File: src/rtl/shift_sequencer_pkg.sv
// Shared encodings for the shift sequencer: mux/op codes and FSM states.
package shift_sequencer_pkg;

  localparam logic [1:0] MODE_HOLD = 2'b00;
  localparam logic [1:0] MODE_SR   = 2'b01;
  localparam logic [1:0] MODE_SL   = 2'b10;
  localparam logic [1:0] MODE_LOAD = 2'b11;

  typedef enum logic [1:0] {
    S_IDLE = 2'b00,
    S_RUN  = 2'b01,
    S_DONE = 2'b10
  } state_t;

endpackage

File: src/rtl/shift_sequencer_if.sv
// Command handshake bundle between the requester and the shift sequencer.
interface shift_sequencer_if #(
  parameter int unsigned WIDTH = 8,
  parameter int unsigned CNT_W = 4
) ();

  logic             cmd_valid;
  logic             cmd_ready;
  logic [1:0]       cmd_op;
  logic [CNT_W-1:0] cmd_count;
  logic [WIDTH-1:0] cmd_data;

  modport master (
    output cmd_valid,
    output cmd_op,
    output cmd_count,
    output cmd_data,
    input  cmd_ready
  );

  modport slave (
    input  cmd_valid,
    input  cmd_op,
    input  cmd_count,
    input  cmd_data,
    output cmd_ready
  );

endinterface

File: src/rtl/shift_sequencer_mux_4to1.sv
// One-bit 4:1 mux selecting the next state of a single register bit.
module mux_4to1 (
  input  logic       i_a,
  input  logic       i_b,
  input  logic       i_c,
  input  logic       i_d,
  input  logic [1:0] i_m,
  output logic       o_y
);

  // Select hold / shift-right source / shift-left source / load bit.
  always_comb begin
    o_y = i_a;
    case (i_m)
      2'b00:   o_y = i_a;
      2'b01:   o_y = i_b;
      2'b10:   o_y = i_c;
      default: o_y = i_d;
    endcase
  end

endmodule

File: src/rtl/shift_sequencer.sv
// Command-driven universal shift register: sequencer FSM, shift counter and
// q flops, with a per-bit 4:1 next-state mux steered by the registered mode.
module shift_sequencer
  import shift_sequencer_pkg::*;
#(
  parameter int unsigned WIDTH = 8,
  parameter int unsigned CNT_W = 4
) (
  input  logic                clk,
  input  logic                rst_n,
  shift_sequencer_if.slave    cmd,
  input  logic                sr_in,
  input  logic                sl_in,
  output logic [1:0]          mode,
  output logic [WIDTH-1:0]    q,
  output logic                busy,
  output logic                done
);

  state_t           r_state;
  logic [CNT_W-1:0] r_cnt;
  logic [1:0]       r_op;
  logic [WIDTH-1:0] r_data;
  logic [WIDTH-1:0] r_q;
  logic [1:0]       r_mode;
  logic             r_ready;
  logic             r_busy;
  logic             r_done;

  logic [CNT_W-1:0] w_eff_cnt;
  logic [WIDTH-1:0] w_sr_vec;
  logic [WIDTH-1:0] w_sl_vec;
  logic [WIDTH-1:0] w_q_next;
  logic             w_accept;

  // Shift sources: right shift pulls from the bit above, left from the bit below.
  assign w_sr_vec = {sr_in, r_q[WIDTH-1:1]};
  assign w_sl_vec = {r_q[WIDTH-2:0], sl_in};

  assign w_accept = cmd.cmd_valid && r_ready;

  // Effective cycle count of an incoming command: load is one step, nop none.
  always_comb begin
    w_eff_cnt = '0;
    case (cmd.cmd_op)
      MODE_SR, MODE_SL: w_eff_cnt = cmd.cmd_count;
      MODE_LOAD:        w_eff_cnt = CNT_W'(1);
      default:          w_eff_cnt = '0;
    endcase
  end

  for (genvar i = 0; i < int'(WIDTH); i++) begin : g_bit
    mux_4to1 u_mux (
      .i_a (r_q[i]),
      .i_b (w_sr_vec[i]),
      .i_c (w_sl_vec[i]),
      .i_d (r_data[i]),
      .i_m (r_mode),
      .o_y (w_q_next[i])
    );
  end

  // Sequencer FSM with registered mode/ready/busy/done and the q register.
  always_ff @(posedge clk) begin
    if (!rst_n) begin
      r_state <= S_IDLE;
      r_cnt   <= '0;
      r_op    <= MODE_HOLD;
      r_data  <= '0;
      r_q     <= '0;
      r_mode  <= MODE_HOLD;
      r_ready <= 1'b1;
      r_busy  <= 1'b0;
      r_done  <= 1'b0;
    end else begin
      r_q    <= w_q_next;
      r_done <= 1'b0;
      case (r_state)
        S_IDLE: begin
          if (w_accept) begin
            r_op    <= cmd.cmd_op;
            r_data  <= cmd.cmd_data;
            r_ready <= 1'b0;
            r_busy  <= 1'b1;
            if (w_eff_cnt == '0) begin
              r_state <= S_DONE;
              r_mode  <= MODE_HOLD;
              r_done  <= 1'b1;
            end else begin
              r_state <= S_RUN;
              r_cnt   <= w_eff_cnt;
              r_mode  <= cmd.cmd_op;
            end
          end
        end
        S_RUN: begin
          r_cnt <= r_cnt - CNT_W'(1);
          if (r_cnt == CNT_W'(1)) begin
            r_state <= S_DONE;
            r_mode  <= MODE_HOLD;
            r_done  <= 1'b1;
          end
        end
        S_DONE: begin
          r_state <= S_IDLE;
          r_ready <= 1'b1;
          r_busy  <= 1'b0;
        end
        default: begin
          r_state <= S_IDLE;
          r_mode  <= MODE_HOLD;
          r_ready <= 1'b1;
          r_busy  <= 1'b0;
        end
      endcase
    end
  end

  // Ready and mode read as zero while reset is asserted.
  assign cmd.cmd_ready = rst_n & r_ready;
  assign mode          = rst_n ? r_mode : MODE_HOLD;
  assign q             = r_q;
  assign busy          = r_busy;
  assign done          = r_done;

endmodule

File: src/flat_wrapper.sv
// flat-port wrapper written by rule: the top's interface ports become plain ports
module shift_sequencer_flat import shift_sequencer_pkg::*;
#(
  parameter int unsigned WIDTH = 8,
  parameter int unsigned CNT_W = 4
)
  (clk, rst_n, sr_in, sl_in, mode, q, busy, done, cmd_cmd_valid, cmd_cmd_op, cmd_cmd_count, cmd_cmd_data, cmd_cmd_ready);
  shift_sequencer_if #(.WIDTH(WIDTH), .CNT_W(CNT_W)) cmd_i ();
  input  logic clk;
  input  logic rst_n;
  input  logic sr_in;
  input  logic sl_in;
  output logic [1:0] mode;
  output logic [WIDTH-1:0] q;
  output logic busy;
  output logic done;
  input wire logic [$bits(cmd_i.cmd_valid)-1:0] cmd_cmd_valid;
  input wire logic [$bits(cmd_i.cmd_op)-1:0] cmd_cmd_op;
  input wire logic [$bits(cmd_i.cmd_count)-1:0] cmd_cmd_count;
  input wire logic [$bits(cmd_i.cmd_data)-1:0] cmd_cmd_data;
  output wire logic [$bits(cmd_i.cmd_ready)-1:0] cmd_cmd_ready;
  assign cmd_i.cmd_valid = cmd_cmd_valid;
  assign cmd_i.cmd_op = cmd_cmd_op;
  assign cmd_i.cmd_count = cmd_cmd_count;
  assign cmd_i.cmd_data = cmd_cmd_data;
  assign cmd_cmd_ready = cmd_i.cmd_ready;
  shift_sequencer #(.WIDTH(WIDTH), .CNT_W(CNT_W)) u_core (.clk(clk), .rst_n(rst_n), .cmd(cmd_i), .sr_in(sr_in), .sl_in(sl_in), .mode(mode), .q(q), .busy(busy), .done(done));
endmodule
File: config.mk
export PLATFORM = sky130hd
export DESIGN_NAME = shift_sequencer_flat
export DESIGN_NICKNAME = d
export VERILOG_FILES = /design/src/rtl/shift_sequencer_pkg.sv /design/src/rtl/shift_sequencer_if.sv /design/src/rtl/shift_sequencer_mux_4to1.sv /design/src/rtl/shift_sequencer.sv /design/src/flat_wrapper.sv
export SDC_FILE = /design/constraint.sdc
export NUM_CORES = 1
export LEC_CHECK = 0
export ABC_CLOCK_PERIOD_IN_PS = 2500
export CORE_MARGIN = 2
export CORE_UTILIZATION = 45
export CTS_CLUSTER_DIAMETER = 200
export DETAILED_ROUTE_END_ITERATION = 7
export GPL_TIMING_DRIVEN = 0
export MAX_ROUTING_LAYER = met4
export PLACE_DENSITY_LB_ADDON = 0.3
export SLEW_MARGIN = 15
export SYNTH_ARGS = -nofsm -noshare
export SYNTH_HDL_FRONTEND = slang
export SYNTH_SLANG_ARGS = --single-unit
File: constraint.sdc
create_clock -name clk -period 2.5 [get_ports clk]
set_input_delay 0.75 -clock clk [delete_from_list [all_inputs] [get_ports clk]]
set_output_delay 0.75 -clock clk [all_outputs]
set_load 0.02 [all_outputs]
[Word-level counts from Yosys, hierarchy flattened]
Cells that the tools add are included.
Word-level totals
  bits in registers: 27
  output and inout port bits: 13
  input port bits: 19
Operators by class
  bitwise logic cells: 3
  multiplexer cells: 29
  reduce and logical (&&, ||, !) cells: 11
  $add $sub $neg: 1
  equal/unequal tests: 11
Operator list (number)
  $pmux 1 s3: 8
  $pmux 4 s2: 2
  $mux 2: 7
  $eq 2x2->1 const B: 4
  $mux 4: 2
  $eq 2x1->1 const B: 3
  $pmux 1 s2: 3
  $pmux 2 s3: 1
  $reduce_and 2->1: 3
  $reduce_and 3->1: 2
  $mux 1: 5
  $eq 4x1->1 const B: 1
  $logic_not 2->1: 2
  $logic_not 4->1: 1
  $ne 2x1->1 const B: 2
  $pmux 2 s2: 1
  $sub 4x1->4 const B: 1
  $ne 2x2->1 const B: 1
  $not 1->1: 2
  $reduce_bool 2->1: 1
  $reduce_or 2->1: 1
  $and 1x1->1: 1
  $logic_and 1x1->1: 1

[Depth between registers and ports, before layout]
  word-level depth: 7
  gate-level depth with buffers: 8

[By module]
From an unflattened synthesis, not the netlist that was laid out.
Unflattened totals
  cell total of the unflattened synthesis: 135
  area, all modules: 1312.5 um^2
By module, submodules not included
  shift_sequencer: area each 1132.3 um^2, instances 1, cells each 127, sequential area each 540.5 um^2
  mux_4to1: area each 22.5 um^2, instances 8, cells each 1, sequential area each 0.0 um^2

[Worst setup path after synthesis]
No wires, ideal clock.
  path kind: input port to output port
  from: input port rst_n
  to: output port mode[0]
  setup slack: 520 ps
  stages: 2
  data required time: 1750 ps
  arrival: 1230 ps
  path through: clkbuf_1 > and2_1
On the way
  cells in the longest elaborated chain, start to end: 1
Ends and longest elaborated chain
  start: declaration: RTL line flat_wrapper.sv:10  | input logic rst_n;
  $mux 2: RTL line shift_sequencer.sv:121  | assign mode = rst_n ? r_mode : MODE_HOLD;
  end: declaration: RTL line flat_wrapper.sv:13  | output logic [1:0] mode;
No other way between the ends.

[Worst setup path after layout]
  from: input port cmd_cmd_op[0]
  to: register u_core.r_state[1]
On the way
  cells in the longest elaborated chain, start to end: 7
Ends and longest elaborated chain
  start: declaration: RTL line flat_wrapper.sv:18  | input wire logic [$bits(cmd_i.cmd_op)-1:0] cmd_cmd_op;
  $eq 2x1->1 / $eq 2x2->1 (equally long branches): RTL line shift_sequencer.sv:45  | case (cmd.cmd_op)
  $reduce_or 2->1: RTL line shift_sequencer.sv:45
  $pmux 4 s2 *: RTL line shift_sequencer.sv:45
  $logic_not 4->1 *: RTL line shift_sequencer.sv:85  | if (w_eff_cnt == '0) begin
  $mux 2 *: RTL line shift_sequencer.sv:85
  $mux 2 *: RTL line shift_sequencer.sv:80  | if (w_accept) begin
  $pmux 2 s2 *: RTL line shift_sequencer.sv:78  | case (r_state)
  end signal: assignment: RTL line shift_sequencer.sv:86  | r_state <= S_DONE;
  end signal: assignment: RTL line shift_sequencer.sv:90  | r_state <= S_RUN;
  end signal: assignment: RTL line shift_sequencer.sv:99  | r_state <= S_DONE;
  end: declaration: RTL line shift_sequencer.sv:20  | state_t r_state;
Every way passes the cells marked *; elsewhere a longest branch is shown, timed or not. The select of a mux whose other input is x is not followed.
A chain may end at the register's enable or synchronous reset.

==> qor.yml <==
nets: 239
synth_mux_area_share_pct: 0
fin_cells: 258
clkTransAtPathRegs_ns: 0.14
cts_tree: "done"
grt.total_usage_pct: 18.7
met2_length_mm: 1.70
path_max_fanout: 6
synth.top_cells.by_area: "dfxtp_1 (36%), ha_1 (5.8%), nand2_1 (5.7%)"
synth_warnings: 0
drt_wl_total_mm: 3.17
start_kind: "input pin"
vias_per_cell: 5.11
cts_sinks: 27
synth_compound_area_share_pct: 25.1
synth_xor_xnor_area_share_pct: 0.581
grt_pass1_vias: 1289
synth_flop_cell: "dfxtp_1"
synthesis.nets: 204
root_buffer: "clkbuf_4"
cts_hold_buffers: 0
hold_violations: 0
yosys.area.top_type: "dfxtp_1"
numCtsBuffers: 3
cp.depth: 7
setup_viol: 0
syn_area_sq_um: 1510
timing.fmax_ghz: 0.449
worst_ep_required_time_ns: 2.75
ir_worst_vdd_v: 0.000276
dp.cells: 254
drive_gt1_share_pct: 13.2
coreArea_sq_um: 3280
routedWlPerCell_um: 12.3
cp_cell_sequence: "clkdlybuf4s50_1 -> inv_1 -> ha_1 -> a21oi_2 -> o22ai_2 -> o31a_1 -> nor3b_1"
die_h_um: 61.9
rsz0062_at_grt: "no"
fillCellCount: 310
pwr_density_cell_nw_per_um2: 510
start_util_pct: 45.9
r2r_cells: 8
insertion_delay_ns: 0.32
num_vias: 1319
crit_slowest_cell: "clkdlybuf4s50_1"
maxCapViolations: 0
slew_violations: 0
synth_top_family_by_area: "compound AO/OA/AOI/OAI gates"
synth_edf_count: 0
pre_cts_slack_ns: -0.174
endpoint_kind: "register"
dp_hpwl_mm: 2.49
drc: 0
synth_cell_types: 40
worstSetupPathType: "in2reg"
clk_path_buf_depth: 2
die-area_sq_um: 3830
yosysMostFrequentCell: "dfxtp_1"
ant_nets: 0
hold_depth: 2
gp_congestion: 0.864
worst_pin_slew_ns: 0.382
initialDrtViolationCount: 48
grt_pass1_wl_mm: 5.32
syn_inst: 178
synth_area_per_cell_sq_um: 8.47
m1WireLength_mm: 1.33
overflow: 0
antenna_found_initial: 0
die_x_um: 61.9
drt-pass1-iter-count: 4
timing.critical_path.buf_inv: 2
wl_met3_um: 86
layout_setup_ws_ns: 0.271
report.power.total_uw: 970
relSlewSlack_pct: 74.5
portBuffers: 30
period_share_pct: 89.1
synth_seq_cells: 27
synthAdderAreaFrac_pct: 5.81
synthArstFlopShare_pct: 0
grt_max_degree: 15
rows: 21
netlist_top_cells_count: "dfxtp_1 (27), nand2_1 (23), a21oi_1 (12)"
path_delay_family: "compound AO/OA/AOI/OAI gates"
io-pin-count: 32
p_leak_uw: 0.000762
hp-class: "reg2reg"
regToRegSetupSlack_ns: 0.94
cp.arrival_ns: 2.47
cts_max_level: 1
finalCriticalPeriod_ns: 2.23
outcome: "complete, no violations"
synth_top_cell_area_share_pct: 35.9
cp_slowest_stage_delay_ns: 0.51
fin_util_pct: 57.9
synth_simple_gate_area_share_pct: 22.6
routed.top_layer: "met4"
ys_seq_area_share_pct: 35.9
area_growth_pct: 26.1
clock_skew_ns: 0.00842
n_antenna_cell: 0
## worst register-to-register path, cell delays in order (launching register included)
cell and delay (ns):
dfxtp_1 0.38, inv_1 0.07, ha_1 0.27, clkbuf_2 0.16, buf_2 0.22, nor2_1 0.06
a211oi_1 0.20, a21oi_1 0.06, nor2b_1 0.10
## metrics by stage
stage / instance area [sq um] / TNS (ns) / hold slack [ns]
finish: 1900 / 0 / 0.475
global route: 1900 / 0 / 0.499
CTS: 1890 / 0 / 0.481
detailed placement: 1870 / -0.493 / 0.461
global placement: 1870 / -0.306 / 0.457
floorplan: 1510 / 0 / 0.444
## layout make-up
cell class / instances / area, sq um / share of cell area, %
inverter: 7 / 26.3 / 1.38
sequential: 27 / 541 / 28.4
clock buffer: 4 / 26.3 / 1.38
tap: 46 / 57.6 / 3.03
buffer: 20 / 128 / 6.71
multi-input combinational: 124 / 816 / 42.9
timing repair buffer: 30 / 308 / 16.2
## routing by layer
metal / GRT usage (%) / vias to the layer above
met4: 5.47 / 0
met1: 21.1 / 614
met3: 1.86 / 6
li1: - / 676
met5: - / -
met2: 34.7 / 23
## cells by family after synthesis
family,Yosys count
AOI/OAI and AO/OA,53
xor gates and xnor gates,1
adders and majority gates,7
buffers and inverters,27
DFF,27
and+or+nand+nor,63
## worst paths after layout
| path | start | to |
|---|---|---|
| worst max register to register | u_core.r_mode[1]$_SDFFE_PN0P_ | u_core.q[7]$_SDFFE_PN0P_ |
| worst max-delay path | cmd_cmd_op[0] | u_core.r_state[1]$_SDFFE_PN0P_ |
| worst min register to register | u_core.r_data[6]$_SDFFE_PN0P_ | u_core.r_data[6]$_SDFFE_PN0P_ |
| worst min-delay path | u_core.r_data[6]$_SDFFE_PN0P_ | u_core.r_data[6]$_SDFFE_PN0P_ |
## cells in the final DEF, fill, tap and decap left out, drive strengths merged
| cell | synthesis | routed |
|---|---|---|
| dlymetal6s2s | 0 | 3 |
| clkbuf | 7 | 11 |
| a221oi | 1 | 1 |
| o21ai | 4 | 4 |
| ha | 7 | 7 |
| nor3b | 3 | 3 |
| o31a | 1 | 1 |
| or2 | 1 | 1 |
| a31o | 1 | 1 |
| and4bb | 1 | 1 |
| a21boi | 10 | 10 |
| nand2 | 23 | 23 |
| nand2b | 4 | 4 |
| nor2 | 10 | 10 |
| inv | 7 | 7 |
| o22ai | 1 | 1 |
| xor2 | 1 | 1 |
| dfxtp | 27 | 27 |
| a211oi | 9 | 9 |
| o211a | 1 | 1 |
| buf | 13 | 13 |
| o31ai | 1 | 1 |
| a22oi | 8 | 8 |
| a21oi | 13 | 13 |
| a32o | 1 | 1 |
| nand3b | 2 | 2 |
| nor3 | 3 | 3 |
| and2 | 3 | 3 |
| o21a | 1 | 1 |
| nand3 | 3 | 3 |
| clkdlybuf4s50 | 0 | 27 |
| and2b | 1 | 1 |
| a21o | 1 | 1 |
| nor2b | 9 | 9 |
## report_power, final
part / total [uW] / internal (uW) / leakage, uW / switching [uW]
sequential: 498 / 466 / 0.000221 / 31.5
clock: 187 / 62.3 / 0.0000150 / 125
combinational: 285 / 141 / 0.000527 / 144
total: 970 / 670 / 0.000762 / 300
## what timing repair did
action                     4_1_cts  5_1_grt
buffers inserted                 0        0
hold endpoints to repair         0        0
gates resized for setup          2        3
setup endpoints to repair        3        3
## flip-flops by register name, summed over array words and instances (netlist names)
register        cells
u_core.r_ready      1
u_core.r_state      2
u_core.r_cnt        4
u_core.r_data       8
u_core.r_mode       2
u_core.busy         1
u_core.done         1
u_core.q            8
(Power assumes the default switching activity.)
